File: src/rtl/imem_loader_pkg.sv
// -----------------------------------------------------------------------------
// imem_loader_pkg
// Shared definitions for the instruction-memory loader:
//   - INST_WIDTH          : instruction word width (fixed at 32, four bytes)
//   - DEFAULT_ADDR_WIDTH  : default word-address width of the instruction memory
//   - state_t             : loader state encoding (3 bits)
// -----------------------------------------------------------------------------
package imem_loader_pkg;

    localparam int INST_WIDTH         = 32;
    localparam int DEFAULT_ADDR_WIDTH = 18;

    typedef enum logic [2:0] {
        S_IDLE  = 3'd0,
        S_RECV  = 3'd1,
        S_WRITE = 3'd2,
        S_CHKRX = 3'd3,
        S_DONE  = 3'd4
    } state_t;

endpackage

File: src/rtl/imem_loader_byte_packer.sv
// -----------------------------------------------------------------------------
// imem_loader_byte_packer
// Little-endian 4-byte word assembler shared by payload and checksum reception.
// Byte index k (0..3) lands in bits [8k+7:8k]; the index wraps after the 4th byte.
// Ports:
//   clk, rst     : clock, synchronous active-high reset
//   i_clr        : hold index and partial word at zero
//   i_accept     : a byte is consumed this cycle
//   i_byte       : byte being consumed
//   o_word       : assembled word including the byte currently presented
//   o_complete   : the byte consumed this cycle completes a word
// -----------------------------------------------------------------------------
module imem_loader_byte_packer
    import imem_loader_pkg::*;
(
    input  logic                  clk,
    input  logic                  rst,
    input  logic                  i_clr,
    input  logic                  i_accept,
    input  logic [7:0]            i_byte,
    output logic [INST_WIDTH-1:0] o_word,
    output logic                  o_complete
);

    logic [1:0]            r_idx;
    logic [INST_WIDTH-1:0] r_word;

    // The word with the current byte merged in lets the parent register the
    // finished word on the same edge that consumes the last byte.
    always_comb begin
        o_word                     = r_word;
        o_word[{r_idx, 3'b000} +: 8] = i_byte;
    end

    assign o_complete = i_accept && (r_idx == 2'd3);

    always_ff @(posedge clk) begin
        if (rst || i_clr) begin
            r_idx  <= '0;
            r_word <= '0;
        end else if (i_accept) begin
            r_word <= o_word;
            r_idx  <= r_idx + 2'd1;
        end
    end

endmodule

File: src/rtl/imem_loader.sv
// -----------------------------------------------------------------------------
// imem_loader
// Loads a program image from a byte stream into instruction memory: assembles
// little-endian bytes into 32-bit words and writes one word per instruction,
// starting at word address BASE_WORD.
// Optional feature macro: IMEM_LOADER_CHECKSUM_EN -- when defined, a 4-byte
// little-endian checksum (sum of written words mod 2^32) follows the payload
// and chk_err reports a mismatch together with done.
// Ports:
//   clk, rst              : clock, synchronous active-high reset
//   start, len_words      : load request (sampled in IDLE) and word count
//   byte_in, byte_valid   : incoming stream
//   byte_ready            : byte accepted this cycle when byte_valid is high
//   mem_we/waddr/wdata    : instruction memory word write port
//   busy                  : high outside IDLE
//   done                  : one-cycle pulse at end of load
//   err                   : one-cycle pulse for a rejected start (out of range)
//   chk_err               : checksum mismatch, valid with done
// -----------------------------------------------------------------------------
module imem_loader
    import imem_loader_pkg::*;
#(
    parameter int INST_WIDTH_LENGTH = INST_WIDTH,
    parameter int ADDR_WIDTH        = DEFAULT_ADDR_WIDTH,
    parameter int BASE_WORD         = 0
) (
    input  logic                         clk,
    input  logic                         rst,
    input  logic                         start,
    input  logic [ADDR_WIDTH:0]          len_words,
    input  logic [7:0]                   byte_in,
    input  logic                         byte_valid,
    output logic                         byte_ready,
    output logic                         mem_we,
    output logic [ADDR_WIDTH-1:0]        mem_waddr,
    output logic [INST_WIDTH_LENGTH-1:0] mem_wdata,
    output logic                         busy,
    output logic                         done,
    output logic                         err,
    output logic                         chk_err
);

    localparam logic [ADDR_WIDTH+1:0] DEPTH  = (ADDR_WIDTH+2)'(1) << ADDR_WIDTH;
    localparam logic [ADDR_WIDTH+1:0] BASE_X = (ADDR_WIDTH+2)'(BASE_WORD);
    localparam logic [ADDR_WIDTH-1:0] BASE_A = ADDR_WIDTH'(BASE_WORD);

    state_t                 r_state;
    logic [ADDR_WIDTH:0]    r_len;
    logic [ADDR_WIDTH:0]    r_count;
    logic [ADDR_WIDTH-1:0]  r_waddr;
    logic [INST_WIDTH-1:0]  r_wdata;
    logic                   r_err;
`ifdef IMEM_LOADER_CHECKSUM_EN
    logic [INST_WIDTH-1:0]  r_sum;
    logic                   r_chk_err;
`endif

    logic                   w_accept;
    logic                   w_complete;
    logic [INST_WIDTH-1:0]  w_word;
    logic [ADDR_WIDTH+1:0]  w_end;
    logic                   w_reject;
    logic [ADDR_WIDTH:0]    w_count_inc;
    logic [ADDR_WIDTH-1:0]  w_addr;

    // Handshake outputs decode from state only: no path from byte_valid.
    assign byte_ready = (r_state == S_RECV) || (r_state == S_CHKRX);
    assign mem_we     = (r_state == S_WRITE);
    assign busy       = (r_state != S_IDLE);
    assign done       = (r_state == S_DONE);
    assign err        = r_err;
    assign mem_waddr  = r_waddr;
    assign mem_wdata  = r_wdata;
`ifdef IMEM_LOADER_CHECKSUM_EN
    assign chk_err    = r_chk_err;
`else
    assign chk_err    = 1'b0;
`endif

    assign w_accept    = byte_valid && byte_ready;
    // Extra headroom bit so the end address compare cannot overflow.
    assign w_end       = BASE_X + {1'b0, len_words};
    assign w_reject    = (w_end > DEPTH);
    assign w_count_inc = r_count + (ADDR_WIDTH+1)'(1);
    assign w_addr      = BASE_A + r_count[ADDR_WIDTH-1:0];

    imem_loader_byte_packer u_packer (
        .clk        (clk),
        .rst        (rst),
        .i_clr      (r_state == S_IDLE),
        .i_accept   (w_accept),
        .i_byte     (byte_in),
        .o_word     (w_word),
        .o_complete (w_complete)
    );

    always_ff @(posedge clk) begin
        if (rst) begin
            r_state   <= S_IDLE;
            r_len     <= '0;
            r_count   <= '0;
            r_waddr   <= '0;
            r_wdata   <= '0;
            r_err     <= 1'b0;
`ifdef IMEM_LOADER_CHECKSUM_EN
            r_sum     <= '0;
            r_chk_err <= 1'b0;
`endif
        end else begin
            r_err     <= 1'b0;
`ifdef IMEM_LOADER_CHECKSUM_EN
            r_chk_err <= 1'b0;
`endif
            case (r_state)
                S_IDLE: begin
                    if (start) begin
                        if (w_reject) begin
                            r_err <= 1'b1;
                        end else begin
                            r_len   <= len_words;
                            r_count <= '0;
`ifdef IMEM_LOADER_CHECKSUM_EN
                            r_sum   <= '0;
                            r_state <= (len_words == '0) ? S_CHKRX : S_RECV;
`else
                            r_state <= (len_words == '0) ? S_DONE : S_RECV;
`endif
                        end
                    end
                end
                S_RECV: begin
                    if (w_complete) begin
                        r_waddr <= w_addr;
                        r_wdata <= w_word;
`ifdef IMEM_LOADER_CHECKSUM_EN
                        r_sum   <= r_sum + w_word;
`endif
                        r_state <= S_WRITE;
                    end
                end
                S_WRITE: begin
                    r_count <= w_count_inc;
                    if (w_count_inc == r_len) begin
`ifdef IMEM_LOADER_CHECKSUM_EN
                        r_state <= S_CHKRX;
`else
                        r_state <= S_DONE;
`endif
                    end else begin
                        r_state <= S_RECV;
                    end
                end
`ifdef IMEM_LOADER_CHECKSUM_EN
                S_CHKRX: begin
                    if (w_complete) begin
                        r_chk_err <= (w_word != r_sum);
                        r_state   <= S_DONE;
                    end
                end
`endif
                S_DONE: begin
                    r_state <= S_IDLE;
                end
                default: begin
                    r_state <= S_IDLE;
                end
            endcase
        end
    end

endmodule

File: config.mk
export PLATFORM = sky130hd
export DESIGN_NAME = imem_loader
export DESIGN_NICKNAME = d
export VERILOG_FILES = /design/src/rtl/imem_loader_pkg.sv /design/src/rtl/imem_loader_byte_packer.sv /design/src/rtl/imem_loader.sv
export SDC_FILE = /design/constraint.sdc
export NUM_CORES = 1
export LEC_CHECK = 0
export ABC_AREA = 1
export CAP_MARGIN = 0
export CORE_MARGIN = 2
export CORE_UTILIZATION = 30
export DETAILED_ROUTE_END_ITERATION = 10
export GPL_ROUTABILITY_DRIVEN = 0
export SKIP_LAST_GASP = 1
export SLEW_MARGIN = 0
export SYNTH_ARGS = -nofsm -noshare
export SYNTH_HDL_FRONTEND = slang
export SYNTH_SLANG_ARGS = --single-unit
File: constraint.sdc
create_clock -name clk -period 2.2 [get_ports clk]
set_input_delay 0.66 -clock clk [delete_from_list [all_inputs] [get_ports clk]]
set_output_delay 0.66 -clock clk [all_outputs]
set_load 0.02 [all_outputs]
==> results.yml, run 1 <==
cts:
  cts_buffers: 17
  clock_sinks: 126
  clkLatencyLatePin_ps: 430
  h-tree-depth: 4
  cts_tree: "yes"
  clk_pin_slew_ps: 60
  root_buffer: "clkbuf_16"
  cts_buffer_depth: 2
cells_and_area:
  syn_to_final_growth_pct: 33.2
  fin_nets: 1001
  stdcell_area_um2: 7830
  num_antenna_cells: 0
  n_fill_cell: 2021
  multi_input_area_um2: 2800
  seqCellArea_um2: 2520
  drive_gt1_share_pct: 12.0
route:
  drt_pass1_iterations: 7
  drtAntennaViolNets: 0
  vias: 5732
  vias_per_cell: 4.62
  drt-total-wl_mm: 16.8
  drt_iter0_markers: 276
  routedWlPerCell_um: 13.5
  drc: 0
global_routing:
  grt-ovfl-total: 0
  antenna_found_initial: 0
  track_usage_pct: 16.4
  grt_pass1_wl_mm: 26.3
  busiest_layer: "met2"
  grt_max_degree: 39
  grt.met1_usage_pct: 21.2
  grt_use_met2_pct: 26.6
  grt.met3_usage_pct: 3.77
  grt_pass1_vias: 5194
floorplan:
  die-area_um2: 20700
  coreArea_um2: 19300
  dieHeight_um: 144
  initial_utilization_pct: 30.4
  die_x_um: 144
  num_rows: 51
  ios: 87
setup_path:
  arrival_ps: 1460
  worstPathMaxFanout: 3
  critPathKind: "reg2out"
  startpoint_type: "register"
  endpoint_kind: "primary output"
  required_ps: 1540
yosys:
  syn-mean-instance-area_um2: 6.85
  synth_top_area_cell: "dfxtp_1"
  ys_seq_area_share_pct: 42.9
  synthTopCellsByArea: "dfxtp_1, nand2_1, a21oi_1"
  yosys_register_bits: 126
  synth_edf_count: 0
  synth_ff_type: "dfxtp_1"
  synth_top_family_by_area: "simple AND/OR/NAND/NOR gates"
  yosys.area_share.simple_pct: 25.5
  synth_warnings: 0
  syn_nets: 895
  synthCells: 858
  yosys.area_share.adder_pct: 1.28
  synth-compound-area-share_pct: 20.1
  synth-xor-area-share_pct: 0.149
  synthArstFlopShare_pct: 0
  ys_types: 32
  yosysMostFrequentCell: "nand2_1"
  yosys.area.top_type_share_pct: 42.9
  synthMuxAreaShare_pct: 0
  synthTopCellsByCount: "nand2_1, dfxtp_1, nor2_1"
  syn_area_um2: 5880
place:
  place_ws_ps: -501
  dpl_cell_area_um2: 7240
  io_buffers: 85
  hpwlAfterDp_mm: 12.4
timing:
  fin_skew_ps: 13.7
  setup_viol: 0
  fmax_ghz: 0.472
  tns_ps: 0
  maxSlewViolCount: 0
  period_needed_ps: 2120
  fin_ws_ps: 80.4
  holdWs_ps: 460
  fin_crit_sh_pct: 96.3
  hold_violations: 0
pwr:
  power_w: 0.00536
  power_density_nw_per_um2: 685
  peakVddDrop_uv: 512
  p_leak_nw: 3.19
job:
  max-cap-violations: 0
min_path:
  min_path_type: "reg2reg"
run_status:
  status: "completed"
==> cell type report <==
class	count	area share, %
clock inverter	13	1.63
timing repair buffer	125	15.1
clock buffer	19	5.53
tap	265	4.23
multi-input combinational	579	35.8
inverter	115	5.53
sequential	126	32.2
==> layout by cell type (no fill, tap or decap) <==
cell	Yosys	layout
o21ai_0	98	92
inv_2	5	6
inv_1	107	105
clkbuf_1	25	2
conb_1	1	1
a211oi_1	1	1
ha_2	0	1
clkbuf_2	0	1
buf_12	0	3
nor4b_2	0	1
o21ai_2	2	3
nand2_4	2	2
clkinvlp_4	0	6
nand3_4	1	1
nand3_2	2	2
dfxtp_2	0	1
nor3_1	2	2
xnor2_1	1	1
clkinv_1	2	3
nand4_1	4	4
nor2_4	7	8
nand2_1	155	153
nand2_2	8	10
dfxtp_1	126	125
clkbuf_16	0	17
a21oi_1	99	99
o21ai_1	2	7
inv_6	0	6
nor2_2	5	9
nor2_1	110	105
clkinv_2	1	1
ha_1	6	5
o22ai_1	24	24
bufinv_16	0	1
nand3_1	45	45
clkdlybuf4s50_1	0	81
dlygate4sd2_1	0	3
buf_4	1	37
nand3b_1	2	2
a21oi_2	1	1
==> path summary, 6_finish.rpt <==
path / start / endpoint / slack [ps] / cells after the start
worst max-delay path: r_state[2] / mem_we / 80 / 4
worst min-delay path: u_packer.r_word[24] / u_packer.r_word[24] / 460 / 2
worst max register to register: r_count[0] / r_state[0] / 120 / 16
worst min register to register: u_packer.r_word[24] / u_packer.r_word[24] / 460 / 2
==> per-stage QoR <==
step,instances,util [%]
3_5_place_dp,1209,37.4
2_1_floorplan,858,-
5_1_grt,1242,40.5
6_report,1242,40.5
4_1_cts,1241,40.3
3_3_place_gp,1209,37.4
==> state kept, by name, summed over array words and instances, names as in the netlist <==
| signal | count |
|---|---|
| err | 1 |
| r_len | 19 |
| u_packer.r_idx | 2 |
| mem_wdata | 32 |
| r_count | 19 |
| u_packer.r_word | 32 |
| r_state | 3 |
| mem_waddr | 18 |
==> layer usage <==
layer	part of all wire [%]	vias up
li1	-	2986
met1	48	2618
met2	47	107
met3	3.6	21
met4	2.0	0
met5	0	-
==> cells by family after synthesis <==
| family | count (synthesis) |
|---|---|
| AO/OA/AOI/OAI | 227 |
| XOR/XNOR | 1 |
| adder cells (fa/ha/maj) | 6 |
| buffers and inverters | 153 |
| flip-flops | 126 |
| other | 1 |
| AND/OR/NAND/NOR | 344 |
==> what timing repair did <==
action	in CTS	in global routing
endpoints found under the setup margin	5	39
hold buffers	0	0
setup buffers	0	1
resized for setup	5	19
pin swaps	0	5
cloned	0	0
==> power breakdown <==
part           internal (W)  switching (W)  leakage [nW]
clock               0.00157        0.00113         0.254
sequential          0.00231      0.0000176          1.02
combinational      0.000141       0.000190          1.91
total               0.00403        0.00134          3.19
==> critical path: stages (launching register included) <==
cell,delay (ps)
dfxtp_1,330
nor2_1,100
inv_1,70
nor2_2,180
dlygate4sd2_1,360
No activity file was read; power rests on OpenSTA's default activity.
==> run 2: changes to the inputs <==
Settings changed: RECOVER_POWER set to 100.
==> results.yml, run 2 (same netlist as run 1, synthesis figures left out) <==
run_status:
  status: "completed"
setup_path:
  rr_startpoint: "r_count[0]"
  reg2reg_to: "r_state[0]"
  cp_slowest_cell: "dlygate4sd3_1"
  critPathTopFamily: "buffers and inverters"
  worstPathMaxFanout: 2
  path_cells: "dlygate4sd3_1"
  critPathKind: "reg2out"
  required_ps: 1540
  endpoint_kind: "primary output"
  rrSetupSlack_ps: 120
  arrival_ps: 1480
  startpoint_type: "register"
  cp_slowest_stage_delay_ps: 700
  cp_num_buf_inv: 1
  reg2reg_depth: 16
  cp-startpoint: "mem_wdata[24]"
global_routing:
  track_usage_pct: 16.4
  grt_max_degree: 39
  grt-ovfl-total: 0
  antenna_found_initial: 0
  grt_pass1_wl_mm: 26.3
  grt_pass1_vias: 5194
timing:
  setup_viol: 0
  fmax_ghz: 0.467
  fin_crit_sh_pct: 97.3
  fin_skew_ps: 14.4
  period_needed_ps: 2140
  maxSlewViolCount: 0
  hold_violations: 0
cts:
  root_buffer: "clkbuf_16"
  cts_tree: "yes"
  cts_buffer_depth: 2
  clk_pin_slew_ps: 60
  h-tree-depth: 4
  clock_sinks: 126
  clkLatencyLatePin_ps: 430
  cts_buffers: 17
cells_and_area:
  n_fill_cell: 2024
  fin_cells: 1242
  drive_gt1_share_pct: 11.2
  fin_nets: 1001
  most-common-layout-cells: "nand2_1, dfxtp_1, nor2_1"
  num_antenna_cells: 0
  final_common_cell: "nand2_1"
  fin_util_pct: 40.4
  syn_to_final_growth_pct: 32.7
floorplan:
  initial_utilization_pct: 30.4
  die-area_um2: 20700
  ios: 87
  die_x_um: 144
  coreArea_um2: 19300
  num_rows: 51
  dieHeight_um: 144
place:
  hpwlAfterDp_mm: 12.4
  post-place-cells: 1209
  io_buffers: 85
route:
  drt_iter0_markers: 245
  drt-total-wl_mm: 16.8
  drtAntennaViolNets: 0
  drc: 0
  vias_per_cell: 4.65
  vias: 5770
  drt_pass1_iterations: 5
  routedWlPerCell_um: 13.5
min_path:
  holdPathEnd: "u_packer.r_word[24]"
  hold_path_depth: 2
  min_path_type: "reg2reg"
  min_from: "u_packer.r_word[24]"
pwr:
  p_leak_nw: 3.35
  peakVddDrop_uv: 514
  power_density_nw_per_um2: 687
job:
  max-cap-violations: 0
[run 2: cell count changes in the layout (fill, tap and decap cells not counted), moves of 2 or more]
cell             previous run  this run
clkdlybuf4s50_1            81        32
dlygate4sd3_1               0        49
buf_4                      37        33
clkbuf_1                    2         6
nand2_1                   153       155
nand2_2                    10         8
nor2_1                    105       107
o21ai_0                    92        94
o21ai_1                     7         5
[run 2: per-layer routing]
metal / GRT usage (%) / up-vias / part of all wire, %
met3: 3.77 / 20 / 4.3
met5: 0 / - / 0
met1: 21.2 / 2633 / 47
met2: 26.6 / 129 / 47
met4: 5.99 / 0 / 1.9
li1: - / 2988 / -
[run 2: where the power goes]
part | internal [W] | switching, W | total (W)
logic | 0.000137 | 0.000189 | 0.000326
clock network | 0.00157 | 0.00113 | 0.00270
registers | 0.00231 | 0.0000177 | 0.00233
total | 0.00402 | 0.00134 | 0.00536
[run 2: metrics by stage]
stage	setup WS, ps	setup TNS [ps]	power [W]	hold WS [ps]	area (um2)
2_1_floorplan	278	0	0.00255	440	5880
3_3_place_gp	-509	-11940	0.00271	447	7240
3_5_place_dp	-501	-12940	0.00271	456	7240
4_1_cts	-41.6	-41.6	0.00540	465	7790
5_1_grt	-23.9	-23.9	0.00553	491	7800
6_report	60.0	0	0.00536	460	7800
[run 2: final cells by class]
type / instances / area, um2 / area share, %
multi-input combinational: 579 / 2790 / 35.7
sequential: 126 / 2520 / 32.3
timing repair buffer: 125 / 1170 / 15.0
clock buffer: 19 / 433 / 5.55
inverter: 115 / 433 / 5.55
tap: 265 / 332 / 4.25
clock inverter: 13 / 128 / 1.64
[run 2: worst min-delay path, cell delays in order (launching register included)]
cell and delay [ps]:
dfxtp_1 310, nand2_1 60, a21oi_1 50
[run 2: worst max-delay path by stage]
| stage | end | slack, ps | depth (start not counted) |
|---|---|---|---|
| 6_report | mem_wdata[24] | 60 | 1 |
| 2_1_floorplan | r_count[15] | 280 | 11 |
| 3_3_place_gp | r_len[15] | -510 | 10 |
| 4_1_cts | mem_we | -40 | 4 |
| 3_5_place_dp | r_len[15] | -500 | 10 |
| 5_1_grt | r_state[0] | -20 | 16 |
[run 2: repair_timing]
item	in CTS	in global routing
endpoints found under the hold margin	0	0
hold buffers	0	0
gates resized for setup	5	19
pin swaps	0	5
endpoints found under the setup margin	5	39
setup buffers	0	1
